[config.mk]
export PLATFORM = sky130hd
export DESIGN_NAME = bsg_mac_pipelined
export DESIGN_NICKNAME = d
export VERILOG_FILES = /design/src/rtl/bsg_mac_pipelined.sv
export SDC_FILE = /design/constraint.sdc
export NUM_CORES = 2
export LEC_CHECK = 0
export CORE_MARGIN = 2
export CORE_UTILIZATION = 35
export CTS_CLUSTER_SIZE = 16
export DETAILED_ROUTE_END_ITERATION = 16
export PLACE_DENSITY_LB_ADDON = 0.15
export SLEW_MARGIN = 20
export SYNTH_ARGS = -nofsm -noshare
export SYNTH_HDL_FRONTEND = slang
export SYNTH_SLANG_ARGS = --single-unit
export TNS_END_PERCENT = 50
[constraint.sdc]
create_clock -name clk_i -period 4.04 [get_ports clk_i]
set_input_delay 0.808 -clock clk_i [delete_from_list [all_inputs] [get_ports clk_i]]
set_output_delay 0.808 -clock clk_i [all_outputs]
set_load 0.05 [all_outputs]
[src/rtl/bsg_mac_pipelined.sv]
// bsg_mac_pipelined: two-stage pipelined multiply-accumulate, s = a*b + addend.
// Stage 1 registers the exact 2W product, stage 2 adds the addend (c_i or the
// previous result in chain mode) and produces s_o / c_o with valid/ready flow.
// Optional feature: define BSG_MAC_SAT_EN to saturate s_o on overflow instead
// of wrapping modulo 2^(2W).
module bsg_mac_pipelined #(
  parameter int unsigned width_p = 32
) (
  input  logic                   clk_i,
  input  logic                   reset_n_i,
  input  logic                   v_i,
  output logic                   ready_o,
  input  logic [width_p-1:0]     a_i,
  input  logic [width_p-1:0]     b_i,
  input  logic [2*width_p-1:0]   c_i,
  input  logic                   signed_i,
  input  logic                   acc_i,
  output logic                   v_o,
  input  logic                   ready_i,
  output logic [2*width_p-1:0]   s_o,
  output logic                   c_o
);

  localparam int unsigned ResW = 2 * width_p;

  // Stage 1 state
  logic            v1_q;
  logic [ResW-1:0] p_q;
  logic [ResW-1:0] c1_q;
  logic            signed1_q;
  logic            acc1_q;

  // Stage 2 state
  logic            v2_q;
  logic [ResW-1:0] s_q;
  logic            co_q;

  logic            en1;
  logic            en2;
  logic [ResW-1:0] a_ext;
  logic [ResW-1:0] b_ext;
  logic [ResW-1:0] prod;
  logic [ResW-1:0] addend;
  logic [ResW:0]   sum_ext;
  logic            ovf;
  logic [ResW-1:0] s_d;

  // Stage enables: stage 2 advances when empty or drained; stage 1 follows.
  always_comb begin
    en2     = ~v2_q | ready_i;
    en1     = ~v1_q | en2;
    ready_o = en1;
  end

  // Exact product: extend both operands to 2W so the truncated product is exact.
  always_comb begin
    a_ext = signed_i ? {{width_p{a_i[width_p-1]}}, a_i} : {{width_p{1'b0}}, a_i};
    b_ext = signed_i ? {{width_p{b_i[width_p-1]}}, b_i} : {{width_p{1'b0}}, b_i};
    prod  = a_ext * b_ext;
  end

  // Stage 2 add and overflow detection; chain mode reads the live s_o register.
  always_comb begin
    addend  = acc1_q ? s_q : c1_q;
    sum_ext = {1'b0, p_q} + {1'b0, addend};
    if (signed1_q) begin
      ovf = (p_q[ResW-1] == addend[ResW-1]) && (sum_ext[ResW-1] != p_q[ResW-1]);
    end else begin
      ovf = sum_ext[ResW];
    end
    s_d = sum_ext[ResW-1:0];
`ifdef BSG_MAC_SAT_EN
    if (ovf) begin
      if (signed1_q) begin
        // Both operands share a sign on overflow; that sign picks the rail.
        s_d = p_q[ResW-1] ? {1'b1, {(ResW-1){1'b0}}} : {1'b0, {(ResW-1){1'b1}}};
      end else begin
        s_d = {ResW{1'b1}};
      end
    end
`endif
  end

  // Stage 1 registers: capture operands on input handshake.
  always_ff @(posedge clk_i or negedge reset_n_i) begin
    if (!reset_n_i) begin
      v1_q      <= 1'b0;
      p_q       <= '0;
      c1_q      <= '0;
      signed1_q <= 1'b0;
      acc1_q    <= 1'b0;
    end else if (en1) begin
      v1_q <= v_i;
      if (v_i) begin
        p_q       <= prod;
        c1_q      <= c_i;
        signed1_q <= signed_i;
        acc1_q    <= acc_i;
      end
    end
  end

  // Stage 2 registers: result only loads when stage 1 holds a transaction.
  always_ff @(posedge clk_i or negedge reset_n_i) begin
    if (!reset_n_i) begin
      v2_q <= 1'b0;
      s_q  <= '0;
      co_q <= 1'b0;
    end else if (en2) begin
      v2_q <= v1_q;
      if (v1_q) begin
        s_q  <= s_d;
        co_q <= ovf;
      end
    end
  end

  assign v_o = v2_q;
  assign s_o = s_q;
  assign c_o = co_q;

endmodule

==> flow_summary.yaml <==
cts:
  cts_made_buffers: 17
  cts_sinks: 197
  htree_num_levels: 4
  clk_pin_slew_ps: 80
  cts_buffer_depth: 2
  clk_latency_ps: 490
  cts-root-buf: "clkbuf_16"
  cts_hold_buf: 0
  cts_tree: "yes"
floorplan:
  start_util: 0.352
  ios: 201
  core_sq_mm: 0.169
  row_count: 151
  dieHeight_microns: 417
  die_w_microns: 417
  die_area_sq_mm: 0.174
synthesis:
  seq_area_frac_synth: 0.0827
  synth_cell_type_count: 89
  synth_area_leaders: "fa_1, inv_1, dfrtp_1"
  synth_edf_count: 0
  ys_seq_elements: 197
  avgSynthCellArea_sq_um: 9.22
  synth.net_count: 8394
  yosys_warnings: 0
  syn_inst: 6467
  yosys.area.top_type: "fa_1"
  synth_top_area_share: 0.476
  synth-async-reset-ratio: 1.00
  synth.cell_area_sq_mm: 0.0596
  yosys_most_used_dff: "dfrtp_1"
finish:
  post-route-util: 0.456
  multi_input_area_sq_mm: 0.0502
  nNetsFinal: 9359
  register_area_sq_mm: 0.00493
  fillers: 16300
  drive_above_1_share: 0.247
  area_delta_synth_final_pct: 29.5
  fin_area_sq_mm: 0.0772
setup_path:
  crit_required_ps: 4380
  crit_path_max_incr_delay_ps: 540
  cp-end-kind: "flop"
  cp.arrival_ps: 8990
  cp_max_fo: 7
  slowest_stage: "fa_1"
  crit_family: "adder cells"
  crit_type: "input pin to flop"
  startpoint_type: "input pin"
  critPathBufInv: 12
route:
  post_drt_wl_per_cell_microns: 21.1
  drc: 0
  vias: 46200
  ant_nets: 0
  first_iter_violations: 2806
  dr.pass1.iters: 5
  drt-total-wl_mm: 204
  viasPerCell: 4.77
global_routing:
  track_usage: 0.239
  grt_overflow: 0
  grt_pass1_vias: 50400
  grt_max_degree: 80
  grt_pass1_wl_mm: 313
  grt_antenna_before_repair: 4
hold_path:
  hold_class: "input pin to asynchronous set/reset pin"
timing:
  setup_viol: 59
  min_period_ps: 8640
  fmax_mhz: 116
  period_share: 2.14
  skew_ps: 16.3
  timing.hold.ws_ps: 333
  rsz0062_at_grt: "true"
  finalHoldViolations: 0
  worstMarginPinSlew_ps: 727
  slew_viol_final: 0
  relSlewSlack: 0.516
  fin_ws_ps: -4600
place:
  routabilityCongestion: 0.929
  pre_cts_ws_ps: -5850
  dpl.hpwl_mm: 166
  io_buffer_count: 200
  place_area_sq_mm: 0.0713
run_status:
  violations: "setup timing"
  outcome: "complete, but fails checks"
flow_run:
  cap_violations: 0
==> cells in the final DEF (no fill, tap or decap), types with 20 or more instances in the layout <==
master           Yosys  layout
buf_4                2     808
fa_1              1419    1281
o21a_1              24      24
a21oi_1            135      95
ha_4                 0      64
nor3_1              28      20
and2_1             553     491
o21ai_1              9      48
inv_1             1571    1453
and2_4               0      63
buf_8                0      24
fa_2                 0     138
nand2_1            968     921
buf_16               0      21
mux2_2              65      63
xnor2_1            111      95
a21o_1              78      78
dfrtp_1            197     196
o21ai_0            154      99
xor2_1              47      43
buf_12               1     121
nand4_1             31      31
nand3_1             26      26
nor2_1              76      66
a21oi_2              1      28
buf_6                2     100
nand2_2              0      34
clkdlybuf4s50_1      0     136
and3_1              34      26
ha_1               374     307
bufbuf_16            0      23
inv_2                0     116
==> cell usage after synthesis (26+ instances only) <==
library cell     n
nor2_1          76
ha_1           374
nand3_1         26
and3_1          34
dfrtp_1        197
xor2_1          47
fa_1          1419
inv_1         1571
clkbuf_1       274
a21o_1          78
and2_1         553
o21ai_0        154
mux2_2          65
xnor2_1        111
nand2_1        968
a21oi_1        135
nor3_1          28
nand4_1         31
==> per-layer routing <==
layer	GRT usage	part of all wire	vias up
li1	-	-	21000
met1	0.347	0.47	23800
met2	0.382	0.45	1096
met3	0.0309	0.054	186
met4	0.0526	0.024	2
met5	0	0.000064	-
==> cell type report <==
class	instances	share of cell area
clock inverter	15	0.00211
antenna	6	0.000194
timing repair buffer	1253	0.166
multi-input combinational	4392	0.650
clock buffer	17	0.00551
inverter	1571	0.0764
sequential	197	0.0639
tap	2218	0.0359
==> timing repair <==
item                                   in CTS  in global routing
cloned                                     45                  0
gates resized for setup                   783                301
pin swaps                                 308                168
setup endpoints to repair                  65                 79
endpoints found under the hold margin       0                  0
buffers inserted                          150                 25
==> final timing paths <==
kind                           start       end  slack (ps)  cells after the start
min reg2reg                 c1_q[36]  c1_q[36]         480                      2
max in group asynchronous  reset_n_i    p_q[0]        2900                      2
max                          a_i[19]   p_q[63]       -4600                     33
max reg2reg                   acc1_q       c_o          90                     16
min in group clk_i          c1_q[36]  c1_q[36]         480                      2
min                        reset_n_i  c1_q[14]         330                      1
==> registers in the layout, indices dropped and copies added, names as in the netlist <==
| name | count |
|---|---|
| p_q | 64 |
| signed1_q | 1 |
| acc1_q | 1 |
| v1_q | 1 |
| v_o | 1 |
| c_o | 1 |
| s_o | 64 |
| c1_q | 64 |
==> kinds of logic after synthesis <==
| group | share of synthesized area |
|---|---|
| AOI/OAI and AO/OA | 0.0631 |
| xor gates and xnor gates | 0.0232 |
| adders and majority gates | 0.555 |
| buffers and inverters | 0.119 |
| DFF | 0.0827 |
| muxes | 0.0124 |
| and+or+nand+nor | 0.144 |
==> through the flow <==
stage / setup TNS (ps) / instances
floorplan: -211560 / 6467
global placement: -281870 / 9427
detailed placement: -284340 / 9427
CTS: -217300 / 9649
global route: -231510 / 9665
finish: -219100 / 9669
==> worst reg2reg max path, stage by stage (launching register included) <==
cell and delay (ps):
dfrtp_2 380, buf_12 180, buf_4 190, mux2_2 350
ha_1 340, o21ai_0 140, o21bai_2 220, o2111ai_2 180
a2111oi_1 430, buf_4 220, o21ai_0 90, buf_4 180
a21oi_2 230, o21ai_1 130, buf_4 160, nand3_1 60
or3b_1 340
Power is left out: the tool's default activity adds up to more than one toggle a clock period on the data nets, which glitch-free logic cannot reach.
